===== config.mk =====
export PLATFORM = sky130hd
export DESIGN_NAME = axis_uart_tx_frame
export DESIGN_NICKNAME = d
export VERILOG_FILES = /design/src/rtl/axis_uart_pkg.sv /design/src/rtl/fifo_in_sync_xpm.sv /design/src/rtl/axis_uart_tx_frame.sv
export SDC_FILE = /design/constraint.sdc
export NUM_CORES = 1
export LEC_CHECK = 0
export ABC_AREA = 1
export CELL_PAD_IN_SITES_DETAIL_PLACEMENT = 1
export CELL_PAD_IN_SITES_GLOBAL_PLACEMENT = 1
export CORE_UTILIZATION = 51
export DETAILED_ROUTE_END_ITERATION = 10
export PLACE_DENSITY_LB_ADDON = 0.25
export SLEW_MARGIN = 10
export SYNTH_ARGS = -nofsm -noshare
export SYNTH_HDL_FRONTEND = slang
export SYNTH_SLANG_ARGS = --single-unit

===== constraint.sdc =====
create_clock -name clk -period 3.8 [get_ports clk]
set_input_delay 0.38 -clock clk [delete_from_list [all_inputs] [get_ports clk]]
set_output_delay 0.38 -clock clk [all_outputs]
set_load 0.05 [all_outputs]

===== src/rtl/axis_uart_pkg.sv =====
// Shared definitions for the AXI-Stream UART transmitter.
//   - Transmit FSM state encodings (IDLE, LOAD, START, DATA, PARITY, STOP)
//   - Parity mode selectors
//   - Bit-period calculation
package axis_uart_pkg;

    localparam logic [2:0] StIdle   = 3'd0;
    localparam logic [2:0] StLoad   = 3'd1;
    localparam logic [2:0] StStart  = 3'd2;
    localparam logic [2:0] StData   = 3'd3;
    localparam logic [2:0] StParity = 3'd4;
    localparam logic [2:0] StStop   = 3'd5;

    localparam int unsigned PAR_NONE = 0;
    localparam int unsigned PAR_EVEN = 1;
    localparam int unsigned PAR_ODD  = 2;

    // Clocks per UART bit, truncated.
    function automatic int unsigned clock_duration(input int unsigned freq_hz,
                                                   input int unsigned baud);
        return freq_hz / baud;
    endfunction

endpackage


===== src/rtl/fifo_in_sync_xpm.sv =====
// Synchronous first-word-fall-through queue with a byte-keep side path.
//   clk, reset      : clock, synchronous active-high reset (flushes the queue)
//   wr_en, din,
//   din_keep        : push side; a push while full is ignored
//   rd_en           : pop the head word; a pop while empty is ignored
//   dout, dout_keep : head word, valid whenever empty is low
//   full, empty     : occupancy flags
// MEMTYPE selects the intended memory style ("block"/"distributed"/"auto").
module fifo_in_sync_xpm #(
    parameter int unsigned DATA_WIDTH = 32,
    parameter int unsigned DEPTH      = 16,
    parameter string       MEMTYPE    = "block"
) (
    input  logic                    clk,
    input  logic                    reset,
    input  logic                    wr_en,
    input  logic [DATA_WIDTH-1:0]   din,
    input  logic [DATA_WIDTH/8-1:0] din_keep,
    input  logic                    rd_en,
    output logic [DATA_WIDTH-1:0]   dout,
    output logic [DATA_WIDTH/8-1:0] dout_keep,
    output logic                    full,
    output logic                    empty
);

    localparam int unsigned KeepW = DATA_WIDTH / 8;
    localparam int unsigned PtrW  = (DEPTH > 1) ? $clog2(DEPTH) : 1;
    localparam int unsigned CntW  = $clog2(DEPTH + 1);

    if (MEMTYPE != "block" && MEMTYPE != "distributed" && MEMTYPE != "auto") begin : g_bad_memtype
        $error("fifo_in_sync_xpm: unsupported MEMTYPE");
    end

    logic [DATA_WIDTH+KeepW-1:0] mem [DEPTH];
    logic [PtrW-1:0]             wr_ptr_q, rd_ptr_q;
    logic [CntW-1:0]             count_q;
    logic                        do_wr, do_rd;

    function automatic logic [PtrW-1:0] ptr_inc(input logic [PtrW-1:0] p);
        return (p == PtrW'(DEPTH - 1)) ? '0 : p + PtrW'(1);
    endfunction

    assign full  = (count_q == CntW'(DEPTH));
    assign empty = (count_q == '0);
    assign do_wr = wr_en & ~full;
    assign do_rd = rd_en & ~empty;

    assign {dout_keep, dout} = mem[rd_ptr_q];

    always_ff @(posedge clk) begin
        if (do_wr) begin
            mem[wr_ptr_q] <= {din_keep, din};
        end
    end

    always_ff @(posedge clk) begin
        if (reset) begin
            wr_ptr_q <= '0;
            rd_ptr_q <= '0;
            count_q  <= '0;
        end else begin
            if (do_wr) wr_ptr_q <= ptr_inc(wr_ptr_q);
            if (do_rd) rd_ptr_q <= ptr_inc(rd_ptr_q);
            if (do_wr && !do_rd) begin
                count_q <= count_q + CntW'(1);
            end else if (!do_wr && do_rd) begin
                count_q <= count_q - CntW'(1);
            end
        end
    end

endmodule


===== src/rtl/axis_uart_tx_frame.sv =====
// AXI-Stream fed UART transmitter. Each queued word is sent lane by lane (lowest
// lane first), one frame per lane whose TKEEP bit is set: start, DATA_BITS data
// bits LSB first, optional parity, STOP_BITS stop bits. Frames of a word are
// back to back; consecutive words are separated by two idle-high clocks.
//   clk, reset        : clock, synchronous active-high reset
//   S_AXIS_TDATA/TKEEP/TVALID/TREADY : input stream, TREADY = queue not full
//   UART_TX           : registered serial line, idle high
//   BUSY              : high while a word is being loaded or transmitted
// Build option: define AXIS_UART_TX_PARITY_EN to include the parity stage,
// which then honours PARITY_MODE (1 even, 2 odd).
module axis_uart_tx_frame
    import axis_uart_pkg::*;
#(
    parameter int unsigned FREQ_HZ       = 100000000,
    parameter int unsigned UART_SPEED    = 115200,
    parameter int unsigned N_BYTES       = 4,
    parameter int unsigned QUEUE_DEPTH   = 16,
    parameter string       QUEUE_MEMTYPE = "block",
    parameter int unsigned DATA_BITS     = 8,
    parameter int unsigned STOP_BITS     = 1,
    parameter int unsigned PARITY_MODE   = 0
) (
    input  logic                 clk,
    input  logic                 reset,
    input  logic [N_BYTES*8-1:0] S_AXIS_TDATA,
    input  logic [N_BYTES-1:0]   S_AXIS_TKEEP,
    input  logic                 S_AXIS_TVALID,
    output logic                 S_AXIS_TREADY,
    output logic                 UART_TX,
    output logic                 BUSY
);

    localparam int unsigned ClkDur = clock_duration(FREQ_HZ, UART_SPEED);
    localparam int unsigned CntW   = (ClkDur > 1) ? $clog2(ClkDur) : 1;
    localparam int unsigned LaneW  = (N_BYTES > 1) ? $clog2(N_BYTES) : 1;
    localparam int unsigned DataW  = N_BYTES * 8;

    if (DATA_BITS < 5 || DATA_BITS > 8) begin : g_bad_data_bits
        $error("axis_uart_tx_frame: DATA_BITS must be 5..8");
    end
    if (STOP_BITS < 1 || STOP_BITS > 2) begin : g_bad_stop_bits
        $error("axis_uart_tx_frame: STOP_BITS must be 1 or 2");
    end
    if (PARITY_MODE != PAR_NONE && PARITY_MODE != PAR_EVEN && PARITY_MODE != PAR_ODD)
    begin : g_bad_parity_mode
        $error("axis_uart_tx_frame: PARITY_MODE must be 0, 1 or 2");
    end

    logic [DataW-1:0]   q_data;
    logic [N_BYTES-1:0] q_keep;
    logic               q_full, q_empty, q_pop;

    assign S_AXIS_TREADY = ~q_full & ~reset;

    fifo_in_sync_xpm #(
        .DATA_WIDTH (DataW),
        .DEPTH      (QUEUE_DEPTH),
        .MEMTYPE    (QUEUE_MEMTYPE)
    ) u_queue (
        .clk       (clk),
        .reset     (reset),
        .wr_en     (S_AXIS_TVALID & S_AXIS_TREADY),
        .din       (S_AXIS_TDATA),
        .din_keep  (S_AXIS_TKEEP),
        .rd_en     (q_pop),
        .dout      (q_data),
        .dout_keep (q_keep),
        .full      (q_full),
        .empty     (q_empty)
    );

    logic [2:0]         state_q, state_d;
    logic [CntW-1:0]    baud_q, baud_d;
    logic [2:0]         bit_q, bit_d;   // data bit index, reused as stop bit index
    logic [LaneW-1:0]   lane_q, lane_d;
    logic [N_BYTES-1:0] mask_q, mask_d;
    logic [DataW-1:0]   data_q, data_d;
    logic               tx_q, tx_d;

    logic [7:0]         lane_byte;
    logic               baud_end;
    logic [N_BYTES-1:0] mask_rem;

    function automatic logic [LaneW-1:0] lowest_lane(input logic [N_BYTES-1:0] m);
        logic [LaneW-1:0] l;
        l = '0;
        for (int i = N_BYTES - 1; i >= 0; i--) begin
            if (m[i]) l = LaneW'(i);
        end
        return l;
    endfunction

    assign lane_byte = data_q[{lane_q, 3'b000} +: 8];
    assign baud_end  = (baud_q == CntW'(ClkDur - 1));
    assign mask_rem  = mask_q & ~(N_BYTES'(1) << lane_q);

`ifdef AXIS_UART_TX_PARITY_EN
    localparam int unsigned DataMaskI = (1 << DATA_BITS) - 1;
    localparam logic [7:0]  DataMask  = DataMaskI[7:0];
    localparam bit          ParityOn  = (PARITY_MODE == PAR_EVEN) || (PARITY_MODE == PAR_ODD);
    logic par_bit;
    assign par_bit = (^(lane_byte & DataMask)) ^ (PARITY_MODE == PAR_ODD);
`endif

    always_comb begin
        state_d = state_q;
        baud_d  = baud_q;
        bit_d   = bit_q;
        lane_d  = lane_q;
        mask_d  = mask_q;
        data_d  = data_q;
        tx_d    = tx_q;
        q_pop   = 1'b0;
        // tx_d is set on every transition so UART_TX changes on the same edge as the state.
        case (state_q)
            StIdle: begin
                tx_d   = 1'b1;
                baud_d = '0;
                if (!q_empty) state_d = StLoad;
            end
            StLoad: begin
                q_pop  = 1'b1;
                data_d = q_data;
                mask_d = q_keep;
                baud_d = '0;
                if (q_keep == '0) begin
                    state_d = StIdle;
                end else begin
                    state_d = StStart;
                    lane_d  = lowest_lane(q_keep);
                    tx_d    = 1'b0;
                end
            end
            StStart: begin
                if (baud_end) begin
                    baud_d  = '0;
                    bit_d   = '0;
                    state_d = StData;
                    tx_d    = lane_byte[0];
                end else begin
                    baud_d = baud_q + CntW'(1);
                end
            end
            StData: begin
                if (baud_end) begin
                    baud_d = '0;
                    if (bit_q == 3'(DATA_BITS - 1)) begin
                        bit_d = '0;
`ifdef AXIS_UART_TX_PARITY_EN
                        if (ParityOn) begin
                            state_d = StParity;
                            tx_d    = par_bit;
                        end else begin
                            state_d = StStop;
                            tx_d    = 1'b1;
                        end
`else
                        state_d = StStop;
                        tx_d    = 1'b1;
`endif
                    end else begin
                        bit_d = bit_q + 3'd1;
                        tx_d  = lane_byte[bit_q + 3'd1];
                    end
                end else begin
                    baud_d = baud_q + CntW'(1);
                end
            end
`ifdef AXIS_UART_TX_PARITY_EN
            StParity: begin
                if (baud_end) begin
                    baud_d  = '0;
                    bit_d   = '0;
                    state_d = StStop;
                    tx_d    = 1'b1;
                end else begin
                    baud_d = baud_q + CntW'(1);
                end
            end
`endif
            StStop: begin
                if (baud_end) begin
                    baud_d = '0;
                    if (bit_q == 3'(STOP_BITS - 1)) begin
                        mask_d = mask_rem;
                        if (mask_rem != '0) begin
                            state_d = StStart;
                            lane_d  = lowest_lane(mask_rem);
                            tx_d    = 1'b0;
                        end else begin
                            state_d = StIdle;
                            tx_d    = 1'b1;
                        end
                    end else begin
                        bit_d = bit_q + 3'd1;
                    end
                end else begin
                    baud_d = baud_q + CntW'(1);
                end
            end
            default: begin
                state_d = StIdle;
                tx_d    = 1'b1;
            end
        endcase
    end

    always_ff @(posedge clk) begin
        if (reset) begin
            state_q <= StIdle;
            baud_q  <= '0;
            bit_q   <= '0;
            lane_q  <= '0;
            mask_q  <= '0;
            data_q  <= '0;
            tx_q    <= 1'b1;
        end else begin
            state_q <= state_d;
            baud_q  <= baud_d;
            bit_q   <= bit_d;
            lane_q  <= lane_d;
            mask_q  <= mask_d;
            data_q  <= data_d;
            tx_q    <= tx_d;
        end
    end

    assign UART_TX = tx_q;
    assign BUSY    = (state_q != StIdle);

endmodule

==> metrics.cfg <==
[sta]
max_slew_margin_pct=30.55
fin_crit_ps=3030
setup_viol=0
rsz0062_at_grt=false
tns_ps=0
slew_viol_final=0
period_share_pct=79.73
max_freq_mhz=330.1
hold_violations=0
fin_worst_skew_ps=34.59
tightest_slew_ps=1042

[synthesis]
synth.cell_area_um2=26150
synth.top_cells.by_area=edfxtp_1, nor2_1, o21ai_0
syn_inst=2229
yosysTopAreaCell=edfxtp_1
netlist.area_leader.share_pct=66.13
syn-num-nets=2283
synth-seq-cells=648
ys_warn_count=0
ys_seq_area_share_pct=71.65
synth_cell_type_count=42
syn_area_per_cell_um2=11.73

[routing]
viasPerCell=6.126
vias=18260
top_layer=met4
drtIter0Drc=2000
wl_met1_um=31470
drt-total-wl_um=77330
drc_errors=0
wl_met3_um=4863
dr.pass1.iters=5
wl_met2_um=38250
wl_per_cell_um=25.94
route.antenna.remaining_nets=0

[cts]
cts_tree=built
clk_path_buf_depth=3
cts_buffers=69
cts_setup_buffers=0
post_cts_resized=0
clkLatencyLatePin_ps=600
cts.sinks=648
cts_root_buf=clkbuf_16
ctsHoldBuffers=0
cts.htree.levels=3
clk_pin_slew_worst_paths_ps=60

[global_routing]
grt_usage_pct=29.81
grt_pass1_vias=19340
grt_overflow=0
antenna_found_initial=1
grt_pass1_wl_um=117000
grt_max_degree=164

[hold_path]
worstHoldPathType=in2reg
holdPathStages=5

[die]
start_util_pct=51.92
rows=82
die_h_um=228.5
pin_count=42
die_x_um=228.5
die_area_um2=52190
core_area_um2=50380

[layout]
final_cell_area_um2=29520
synthToLayoutAreaGrowth_pct=12.89
nets=2311
nFillCells=5117
drive_above_1_share_pct=7.582

[worst_setup_path]
max_stage_delay_ps=650
arrival_ps=3560
end_kind=flop
critical_path_class=reg2reg
crit_chain=inv_8 -> buf_4 -> o21ai_0 -> o22ai_1 -> nor2_1 -> o32ai_1 -> o21ai_1 -> inv_1
cpMaxStageDelayCell=inv_8
cp-start-kind=flop
crit_required_ps=4330
reg2regPathDepth=8
path_max_fanout=163

[power]
p_leak_nw=10.24
p_per_area_nw_per_um2=688.4
vdd_drop_max_mv=0.6770

[place]
dp_hpwl_um=42500
placed_cell_area_um2=27360
numPortBuffers=41
place_congestion=0.8290

[outcome]
status=completed

[job]
drv_cap=0

==> worst max-delay path: cells and delay by family, from the launching register on <==
family / cells / cell delay, ps
buffers and inverters: 3 / 1120
AOI/OAI and AO/OA: 4 / 990
DFF: 1 / 530
and+or+nand+nor: 1 / 70
==> where the power goes <==
part / switching, W / leakage (nW) / internal [W]
sequential: 0.000360 / 5.78 / 0.00807
combinational: 0.00374 / 3.40 / 0.00158
clock: 0.00272 / 1.06 / 0.00385
==> area by class of cell <==
class / count / area, µm² / share of cell area, %
Sequential cell: 648 / 18750 / 63.50
Multi-Input combinational cell: 1309 / 6357 / 21.53
Clock buffer: 97 / 1914 / 6.484
Timing Repair Buffer: 88 / 870.8 / 2.950
Tap cell: 672 / 840.8 / 2.848
Inverter: 141 / 539.3 / 1.827
Clock inverter: 25 / 251.5 / 0.8518
Antenna cell: 1 / 2.502 / 0.008476
==> per-stage QoR <==
stage	hold WS [ps]	worst slack [ps]	power, W	utilization, %	instances
after floorplan	443.2	331.7	0.01213	-	2229
after global placement	468.5	883.9	0.01345	54.30	2858
after detailed placement	476.3	732.5	0.01379	54.30	2858
after CTS	268.2	758.0	0.02037	58.60	2980
after global routing	329.0	383.4	0.02120	58.61	2981
final	291.1	770.2	0.02032	58.61	2981
==> registers in the layout, summed over array words and instances (netlist names), named ones only <==
name	flops
mask_q	4
baud_q	10
data_q	32
u_queue.count_q	5
u_queue.mem	576
u_queue.rd_ptr_q	4
u_queue.wr_ptr_q	4
state_q	3
bit_q	3
lane_q	2
UART_TX	1
==> kinds of logic (layout without fill, tap and decap cells) <==
| family | after synthesis | after routing | share of synthesized area [%] |
|---|---|---|---|
| AOI/OAI and AO/OA | 606 | 606 | 12.58 |
| xor gates and xnor gates | 2 | 2 | 0.06699 |
| adders and majority gates | 15 | 15 | 0.7463 |
| buffers and inverters | 272 | 351 | 4.506 |
| DFF | 648 | 648 | 71.65 |
| other | 0 | 1 | 0 |
| and+or+nand+nor | 686 | 686 | 10.45 |
==> path summary, 6_finish.rpt <==
kind                            slack [ps]                from                  to
worst max-delay path                   770                flop           data_q[9]
worst min-delay path                   290               reset           lane_q[1]
worst max register to register         770                flop           data_q[9]
worst min register to register         490  u_queue.count_q[4]  u_queue.count_q[4]
==> layout by cell type (no fill, tap or decap), types with 4 or more instances in the layout <==
cell type        netlist  layout
edfxtp_1             576     576
nor2_1               432     416
o21ai_0              322     322
nand2_1              168     168
o22ai_1              144     144
inv_1                135     134
clkbuf_16              0      71
dfxtp_1               72      68
nand3_1               67      67
o21ai_1               59      59
a21oi_1               53      53
clkdlybuf4s50_1        0      40
buf_4                  5      38
clkbuf_1              79      22
nor2_4                 2      18
ha_1                  14      14
clkinv_1               1      10
clkinv_2               0       9
buf_12                 0       9
o32ai_1                6       6
a31oi_1                6       6
nor3_1                 5       5
bufinv_16              0       5
a221oi_1               4       4
clkbuf_8               0       4
==> cell usage after synthesis <==
cell type / count
xnor2_1: 1
clkinv_1: 1
buf_2: 32
and3_1: 1
a21oi_1: 53
o32ai_1: 6
inv_2: 4
buf_1: 1
nor2_1: 432
nand3_2: 2
buf_8: 1
o211ai_1: 3
nor2_2: 3
nand2_1: 168
clkbuf_2: 2
xor2_1: 1
nor3_4: 1
nor3b_1: 1
ha_1: 14
inv_1: 135
a221oi_1: 4
o221ai_1: 2
a211oi_1: 3
o22ai_1: 144
a31oi_1: 6
or2_2: 1
o31ai_1: 1
a22oi_1: 3
clkbuf_1: 79
nor4_1: 2
nor2_4: 2
inv_4: 1
buf_6: 11
nor3_1: 5
edfxtp_1: 576
buf_4: 5
o21ai_0: 322
o21ai_1: 59
nand2_4: 1
fa_1: 1
nand3_1: 67
dfxtp_1: 72
==> routing by layer <==
layer	global-route usage, %	vias to the layer above
li1	-	8023
met1	38.50	9382
met2	50.46	681
met3	4.204	176
met4	12.90	0
met5	0	-
Note: power is estimated with default switching activity, not from simulation.
